<file path="src/rtl/io_pkg.sv">
// io_ctrl shared definitions.
// Register byte offsets and bus FSM state type.
package io_pkg;

    localparam logic [4:0] IO_SW   = 5'h00;
    localparam logic [4:0] IO_KEY  = 5'h04;
    localparam logic [4:0] IO_EDGE = 5'h08;
    localparam logic [4:0] IO_LEDR = 5'h0C;
    localparam logic [4:0] IO_HEX  = 5'h10;

    localparam int N_SW  = 10;
    localparam int N_KEY = 4;
    localparam int N_IN  = N_SW + N_KEY;

    typedef enum logic {
        BUS_IDLE = 1'b0,
        BUS_ACK  = 1'b1
    } bus_state_e;

endpackage

</file>
<file path="src/rtl/io_debounce.sv">
// One-bit 2-flop synchronizer plus stability-counter debouncer.
// rise_o pulses in the cycle the debounced value is about to go 0->1.
module io_debounce #(
    parameter int DEB_CYCLES = 4,
    parameter bit INVERT     = 1'b0
) (
    input  logic clk,
    input  logic reset,
    input  logic raw_i,
    output logic deb_o,
    output logic rise_o
);

    localparam int CW = $clog2(DEB_CYCLES + 1);

    logic          sync1_q;
    logic          sync2_q;
    logic          deb_q;
    logic [CW-1:0] cnt_q;
    logic          s;
    logic          done;

    assign s      = sync2_q ^ INVERT;
    assign done   = (s != deb_q) && (cnt_q == CW'(DEB_CYCLES - 1));
    assign deb_o  = deb_q;
    assign rise_o = done & s;

    // Synchronize, then count consecutive differing cycles before flipping.
    always_ff @(posedge clk) begin
        if (reset) begin
            sync1_q <= 1'b0;
            sync2_q <= 1'b0;
            deb_q   <= 1'b0;
            cnt_q   <= '0;
        end else begin
            sync1_q <= raw_i;
            sync2_q <= sync1_q;
            if (s == deb_q) begin
                cnt_q <= '0;
            end else if (done) begin
                deb_q <= s;
                cnt_q <= '0;
            end else begin
                cnt_q <= cnt_q + 1'b1;
            end
        end
    end

endmodule

</file>
<file path="src/rtl/io_ctrl.sv">
// Memory-mapped switch/key/LED/7-seg controller.
// Two-state bus FSM, debounced inputs with sticky W1C edge flags.
module io_ctrl
    import io_pkg::*;
#(
    parameter int         DEB_CYCLES = 4,
    parameter logic [9:0] LED_RST    = 10'h000
) (
    input  logic        clk,
    input  logic        reset,
    input  logic        req,
    input  logic        we,
    input  logic [4:0]  addr,
    input  logic [31:0] wd,
    output logic [31:0] rd,
    output logic        ack,
    input  logic [9:0]  sw_in,
    input  logic [3:0]  key_in,
    output logic [9:0]  ledr,
    output logic [23:0] hex_val
);

    logic [N_IN-1:0] raw;
    logic [N_IN-1:0] deb;
    logic [N_IN-1:0] rise;

    bus_state_e      state_q;
    logic            ack_q;
    logic [31:0]     rd_q;
    logic [9:0]      ledr_q;
    logic [23:0]     hex_q;
    logic [N_IN-1:0] edge_q;

    logic            acc;
    logic            wr;
    logic [2:0]      word;
    logic [31:0]     rdata;
    logic [N_IN-1:0] clr;
    logic            unused_bits;

    assign raw         = {key_in, sw_in};
    assign unused_bits = &{1'b0, addr[1:0], wd[31:24]};

    // Keys are active-low; invert them after synchronization.
    for (genvar i = 0; i < N_IN; i++) begin : g_deb
        io_debounce #(
            .DEB_CYCLES(DEB_CYCLES),
            .INVERT    (i >= N_SW)
        ) u_deb (
            .clk   (clk),
            .reset (reset),
            .raw_i (raw[i]),
            .deb_o (deb[i]),
            .rise_o(rise[i])
        );
    end

    assign acc  = (state_q == BUS_IDLE) && req;
    assign wr   = acc && we;
    assign word = addr[4:2];
    assign clr  = (wr && word == IO_EDGE[4:2]) ? wd[N_IN-1:0] : '0;

    // Read mux over the register map; holes and unused bits read 0.
    always_comb begin
        rdata = '0;
        if (word == IO_SW[4:2]) begin
            rdata[N_SW-1:0] = deb[N_SW-1:0];
        end else if (word == IO_KEY[4:2]) begin
            rdata[N_KEY-1:0] = deb[N_IN-1:N_SW];
        end else if (word == IO_EDGE[4:2]) begin
            rdata[N_IN-1:0] = edge_q;
        end else if (word == IO_LEDR[4:2]) begin
            rdata[9:0] = ledr_q;
        end else if (word == IO_HEX[4:2]) begin
            rdata[23:0] = hex_q;
        end
    end

    // Bus FSM: accept in IDLE, pulse ack with captured read data.
    always_ff @(posedge clk) begin
        if (reset) begin
            state_q <= BUS_IDLE;
            ack_q   <= 1'b0;
            rd_q    <= '0;
        end else begin
            case (state_q)
                BUS_IDLE: begin
                    ack_q <= 1'b0;
                    rd_q  <= '0;
                    if (req) begin
                        state_q <= BUS_ACK;
                        ack_q   <= 1'b1;
                        rd_q    <= we ? '0 : rdata;
                    end
                end
                default: begin
                    state_q <= BUS_IDLE;
                    ack_q   <= 1'b0;
                    rd_q    <= '0;
                end
            endcase
        end
    end

    // Register writes; a new edge beats a same-cycle W1C clear.
    always_ff @(posedge clk) begin
        if (reset) begin
            ledr_q <= LED_RST;
            hex_q  <= '0;
            edge_q <= '0;
        end else begin
            if (wr && word == IO_LEDR[4:2]) begin
                ledr_q <= wd[9:0];
            end
            if (wr && word == IO_HEX[4:2]) begin
                hex_q <= wd[23:0];
            end
            edge_q <= (edge_q & ~clr) | rise;
        end
    end

    assign rd      = rd_q;
    assign ack     = ack_q;
    assign ledr    = ledr_q;
    assign hex_val = hex_q;

endmodule

</file>
<file path="config.mk">
export PLATFORM = sky130hd
export DESIGN_NAME = io_ctrl
export DESIGN_NICKNAME = d
export VERILOG_FILES = /design/src/rtl/io_pkg.sv /design/src/rtl/io_debounce.sv /design/src/rtl/io_ctrl.sv
export SDC_FILE = /design/constraint.sdc
export NUM_CORES = 1
export LEC_CHECK = 0
export CAP_MARGIN = 25
export CORE_MARGIN = 2
export CORE_UTILIZATION = 51
export DETAILED_ROUTE_END_ITERATION = 10
export PLACE_DENSITY = 0.76
export SETUP_SLACK_MARGIN = 0.05
export SLEW_MARGIN = 40
export SYNTH_ARGS = -nofsm -noshare
export SYNTH_HDL_FRONTEND = slang
export SYNTH_SLANG_ARGS = --single-unit
export TNS_END_PERCENT = 30
</file>
<file path="constraint.sdc">
create_clock -name clk -period 1.6 [get_ports clk]
set_input_delay 0.16 -clock clk [delete_from_list [all_inputs] [get_ports clk]]
set_output_delay 0.16 -clock clk [all_outputs]
set_load 0.1 [all_outputs]
</file>
==> reports/qor.csv, run 1 <==
metric,value,unit
status,completed,
slowest_stage,dfxtp_4,
intPower,0.006678,W
ir_worst_vdd,0.6952,mV
syn_avg_cell_area,9.550,um2
yosysWarnings,0,
hold_ws,113.1,ps
fin_nets,830,
synth_edf_count,0,
grt.overflow.total,0,
finalSetupViolCount,0,
cts_tree,yes,
crit_arrival,1810,ps
r2r-start,ack$_SDFF_PP0_,
cp_top_family,simple AND/OR/NAND/NOR gates,
critical_path_required,1940,ps
die_y,111.1,um
ys_seq_area_share,53.69,%
grt_max_degree,37,
place_congestion,0.8512,
cap_viol_max_count,0,
core-area,0.01132,mm2
synth_cells,613,
ys_async_sr_fraction,0,%
critPathKind,flip-flop to flip-flop,
cpPeakStageDelay,360,ps
grt_pass1_wl,22.81,mm
num_rows,39,
hp-class,input pin to flip-flop,
tritoncts.num_buffers,17,
h-tree-depth,4,
power_density,1058,mW/mm2
cts_sinks,157,
clkTransAtPathRegs,60,ps
area_growth,43.53,%
switchingPower,0.002211,W
clockBufferDepth,2,
place_hpwl,10.03,mm
clock-root-buffer,clkbuf_16,
grt.total_usage,23.19,%
drive_above_1_share,19.74,%
cts_setup_buffers,0,
dr.pass1.iters,4,
synth_cell_types,41,
finalWirelength,13.94,mm
drt-initial-drc-count,229,
path_max_fanout,8,
via_per_inst,5.167,
p_seq_share,45.9,%
hold_buffers,0,
ant_nets,0,
slew_violations,0,
critical_path.most_common_cell,buf_4,
fin_crit_sh,92.11,%
wl_per_cell,15.44,um
rsz0062_at_grt,yes,
cp-start-kind,flip-flop,
fp.dieW,111.1,um
pwr-share-clk,45.9,%
die_area,0.01235,mm2
io_buffer_count,103,
leakage,3.344,nW
path_buf_inv,2,
critPathLaunch,ack$_SDFF_PP0_,
p_comb_share,8.2,%
worstPathCellList,nand3b_1 -> buf_4 -> nor3_4 -> buf_4 -> nand2_1 -> a21oi_1,
fmax,678.6,MHz
clock_skew,6.270,ps
num_vias,4666,
syn_area,0.005854,mm2
ctsResizeCount,0,
p_sw_share,24.87,%
fin_setup_tns,0,ps
end_kind,flip-flop,
hold_viol,0,
clk_latency,420,ps
period_needed,1474,ps
antenna_found_initial,0,
drc,0,
p_total,0.008889,W
io_pins,122,
start_util,51.71,%
ys_seq_elements,157,
grt_pass1_vias,4671,
antenna_cells,0,
min_from,reset,
synth_flop_cell,dfxtp_1,
[cell usage after synthesis (8+ instances only)]
cell type	number	area, um2
nor2b_1	31	193.9
buf_4	11	82.58
nand2_1	79	296.5
nand2b_1	13	81.33
and3_1	11	68.82
a21oi_1	54	270.3
o21ba_2	8	80.08
inv_1	29	108.9
nor2_1	75	281.5
clkbuf_1	14	52.55
dfxtp_1	157	3143
or3_1	13	81.33
xnor2_1	10	87.58
mux2i_1	16	160.2
a21boi_0	8	60.06
ha_1	28	350.3
[final timing paths]
check	slack [ps]	end	cells past startpoint
hold / removal	110	g_deb[7].u_deb.sync1_q$_SDFF_PP0_	2
setup reg to reg	130	hex_val[19]$_SDFFE_PP0P_	6
setup / recovery	130	hex_val[19]$_SDFFE_PP0P_	6
hold reg to reg	430	g_deb[1].u_deb.cnt_q[0]$_SDFF_PP0_	1
[area by class of cell]
cell class	count	area, um2
Tap cell	143	178.9
Sequential cell	157	3147
Inverter	29	108.9
Fill cell	764	2918
Timing Repair Buffer	142	1941
Multi-Input combinational cell	400	2430
Clock inverter	15	172.7
Clock buffer	17	425.4
[cell usage in the layout, fill, tap and decap left out, drive strengths merged, types with 6 or more instances in the layout]
cell / synthesis / layout
a21boi: 8 / 8
a21oi: 54 / 54
a22oi: 6 / 6
and3: 11 / 11
buf: 19 / 99
clkbuf: 15 / 17
clkdlybuf4s50: 0 / 43
conb: 1 / 8
dfxtp: 157 / 157
ha: 28 / 28
inv: 29 / 39
mux2i: 16 / 16
nand2: 79 / 79
nand2b: 13 / 13
nor2: 75 / 75
nor2b: 31 / 31
o21ba: 8 / 8
or3: 13 / 13
xnor2: 10 / 10
[cell families (layout without fill, tap and decap cells)]
| group | after synthesis | count (layout) | synth area share [%] |
|---|---|---|---|
| buffers and inverters | 63 | 203 | 5.257 |
| adder cells (fa/ha/maj) | 28 | 28 | 5.984 |
| AND/OR/NAND/NOR | 237 | 237 | 19.36 |
| multiplexers | 17 | 17 | 2.928 |
| flip-flops | 157 | 157 | 53.69 |
| other | 1 | 8 | 0.06405 |
| XOR/XNOR | 12 | 12 | 1.795 |
| AO/OA/AOI/OAI | 98 | 98 | 10.92 |
[registers in the layout, indices dropped and copies added, names as in the netlist]
name and count:
ack 1, edge_q 14, g_deb.u_deb.cnt_q 42, g_deb.u_deb.deb_o 14, g_deb.u_deb.s 10, g_deb.u_deb.sync1_q 14
g_deb.u_deb.sync2_q 4, hex_val 24, ledr 10, rd 24
[per-layer routing]
layer	vias up	part of all wire [%]	GRT usage, %
met5	-	0	0
met4	0	1.9	7.737
met3	31	4.8	5.085
met2	150	51	40.74
met1	2193	42	28.26
li1	2292	-	-
[through the flow]
step                area (um2)  instances  utilization [%]  setup WS, ps
finish                    8403        903            74.23         126.3
global route              8403        903            74.23         26.03
CTS                       8399        903            74.19         132.8
detailed placement        7801        871            68.91        -144.5
global placement          7801        871            68.91        -54.41
floorplan                 5884        620                -         73.84
[power groups by stage]
stage               combinational [W]  clock [W]  sequential (W)
finish                       0.000733    0.00408         0.00408
detailed placement           0.000722          0         0.00416
floorplan                    0.000361          0         0.00422
global placement             0.000698          0         0.00415
CTS                          0.000731    0.00412         0.00408
global route                 0.000783    0.00429         0.00408
Note: power is estimated with default switching activity, not from simulation.
==> run 2, diff against run 1 <==
--- a/config.mk
+++ b/config.mk
@@ -6,7 +6,7 @@
 export NUM_CORES = 1
 export LEC_CHECK = 0
 export CAP_MARGIN = 25
-export CORE_MARGIN = 2
+export CORE_MARGIN = 1
 export CORE_UTILIZATION = 51
 export DETAILED_ROUTE_END_ITERATION = 10
 export PLACE_DENSITY = 0.76
==> run 2 against run 1 <==
Net effect:
- power is 1.2% higher
- sequential power hardly changed
- setup slack worse by 110 ps
- routed wire length is 6.1% higher
- sequential cell count unchanged
- largest cell class unchanged
- combinational power up 3.0%
==> reports/qor.csv, run 2 (synthesized netlist as in run 1, its figures left out) <==
metric,value,unit,change
hold_buffers,0,,unchanged
area_growth,45.18,%,
clock_skew,6.186,ps,-0.08479 ps
power_density,1058,mW/mm2,about the same
fp.dieW,109.1,um,-1.8%
clockBufferDepth,2,,unchanged
die_y,109.1,um,-1.8%
final_util,77.05,%,+2.8 points
grt_pass1_vias,4814,,+3.1%
cts_tree,yes,,
grt.total_usage,26.03,%,+2.8 points
reg2regPathDepth,7,,+1
status,completed,,
fin_crit_sh,98.69,%,+6.6 points
io_buffer_count,103,,unchanged
period_needed,1579,ps,+105.3 ps
pre_cts_slack,-183.6,ps,-39.14 ps
setup_ws,21.00,ps,-105.3 ps
hold_ws,66.69,ps,-46.43 ps
min_from,reset,,
r2r-start,ack$_SDFF_PP0_,,
critPathKind,flip-flop to flip-flop,,
via_per_inst,5.306,,+2.7%
hold_viol,0,,unchanged
clock-root-buffer,clkbuf_16,,
clk_latency,420,ps,about the same
rsz0062_at_grt,yes,,
drc,0,,unchanged
grt.overflow.total,0,,unchanged
place_congestion,0.8170,,-4.0%
leakage,3.370,nW,+0.79%
final_common_cell,dfxtp_1,,
tritoncts.num_buffers,17,,unchanged
hold_end,g_deb[1].u_deb.s$_SDFF_PP0_,,
end_kind,flip-flop,,
drive_above_1_share,19.89,%,+0.16 points
h-tree-depth,4,,unchanged
slew_violations,0,,unchanged
clkTransAtPathRegs,60,ps,about the same
finalSetupViolCount,0,,unchanged
ir_worst_vdd,0.6613,mV,-4.9%
whs_path_depth,2,,unchanged
timing.rr.end,hex_val[20]$_SDFFE_PP0P_,,
mostFrequentLayoutCells,"dfxtp_1 (156), nand2_1 (77), nor2_1 (75), buf_12 (64), a21oi_1 (51)",,
largest_reg_flops,42,,unchanged
cts_sinks,157,,unchanged
path_max_fanout,8,,unchanged
finalWirelength,14.79,mm,+6.1%
crit_arrival,1920,ps,+110 ps
hp-class,input pin to flip-flop,,
core-area,0.01103,mm2,-2.6%
drt-initial-drc-count,255,,+11%
grt_max_degree,34,,-8.1%
grt_pass1_wl,23.27,mm,+2.0%
io_pins,122,,unchanged
fmax,633.3,MHz,-6.7%
num_vias,4770,,+2.2%
start_util,53.07,%,+1.4 points
wl_per_cell,16.45,um,+6.6%
die_area,0.01191,mm2,-3.6%
dr.pass1.iters,7,,+3
num_rows,38,,-2.6%
antenna_cells,0,,unchanged
fin_nets,829,,-0.12%
antenna_found_initial,0,,unchanged
critical_path_required,1950,ps,about the same
cp-start-kind,flip-flop,,
cap_viol_max_count,0,,unchanged
ant_nets,0,,unchanged
place_hpwl,10.16,mm,+1.3%
r2r_slack,20,ps,-110 ps
regMostFlops,g_deb.u_deb.cnt_q,,
[run 2: worst max-delay path by stage]
stage	start	end	depth (start not counted)
floorplan	ack$_SDFF_PP0_	edge_q[0]$_SDFF_PP0_	5
global placement	req	hex_val[8]$_SDFFE_PP0P_	7
detailed placement	we	hex_val[5]$_SDFFE_PP0P_	7
CTS	ack$_SDFF_PP0_	hex_val[5]$_SDFFE_PP0P_	6
global route	ack$_SDFF_PP0_	hex_val[11]$_SDFFE_PP0P_	7
finish	ack$_SDFF_PP0_	hex_val[20]$_SDFFE_PP0P_	7
[run 2: area by class of cell]
type	count	area, um2
sequential	157	3147
clock buffer	23	489.2
tap	140	175.2
inverter	29	108.9
fill	712	2531
multi-input combinational	400	2451
clock inverter	9	132.6
timing repair buffer	141	1996
[run 2: power by group]
part           internal (W)  switching [W]
Sequential          0.00401      0.0000671
Combinational      0.000318       0.000437
Clock               0.00263        0.00153
Total               0.00696        0.00203
[run 2: critical path: stages, from the launching register on]
cell       delay (ps)
dfxtp_4           350
nand3b_1          250
buf_4             200
nor3_4            210
buf_4             160
clkbuf_16         150
nand2_1            60
a21oi_1           120
[run 2: repair_timing]
| item | 4_1_cts | 5_1_grt |
|---|---|---|
| endpoints found under the setup margin | 0 | 15 |
| setup buffers | 0 | 3 |
| resized for setup | 0 | 9 |
[run 2: layer usage]
metal / GRT usage, % / wire [um] / part of all wire [%] / up-vias
met5: 0 / 0 / 0 / -
met4: 12.84 / 390 / 2.6 / 0
met3: 6.037 / 879 / 5.9 / 41
met2: 45.24 / 7525 / 51 / 186
met1: 29.87 / 5996 / 41 / 2273
li1: - / - / - / 2270
[run 2: per-stage QoR]
stage / TNS, ps / total power (W) / std cells / area [um2]
2_1_floorplan: 0 / 0.004583 / 620 / 5884
3_3_place_gp: -2220 / 0.004849 / 863 / 7797
3_5_place_dp: -4856 / 0.004884 / 863 / 7797
4_1_cts: 0 / 0.009011 / 895 / 8419
5_1_grt: -839.0 / 0.009280 / 899 / 8499
6_report: 0 / 0.008994 / 899 / 8499
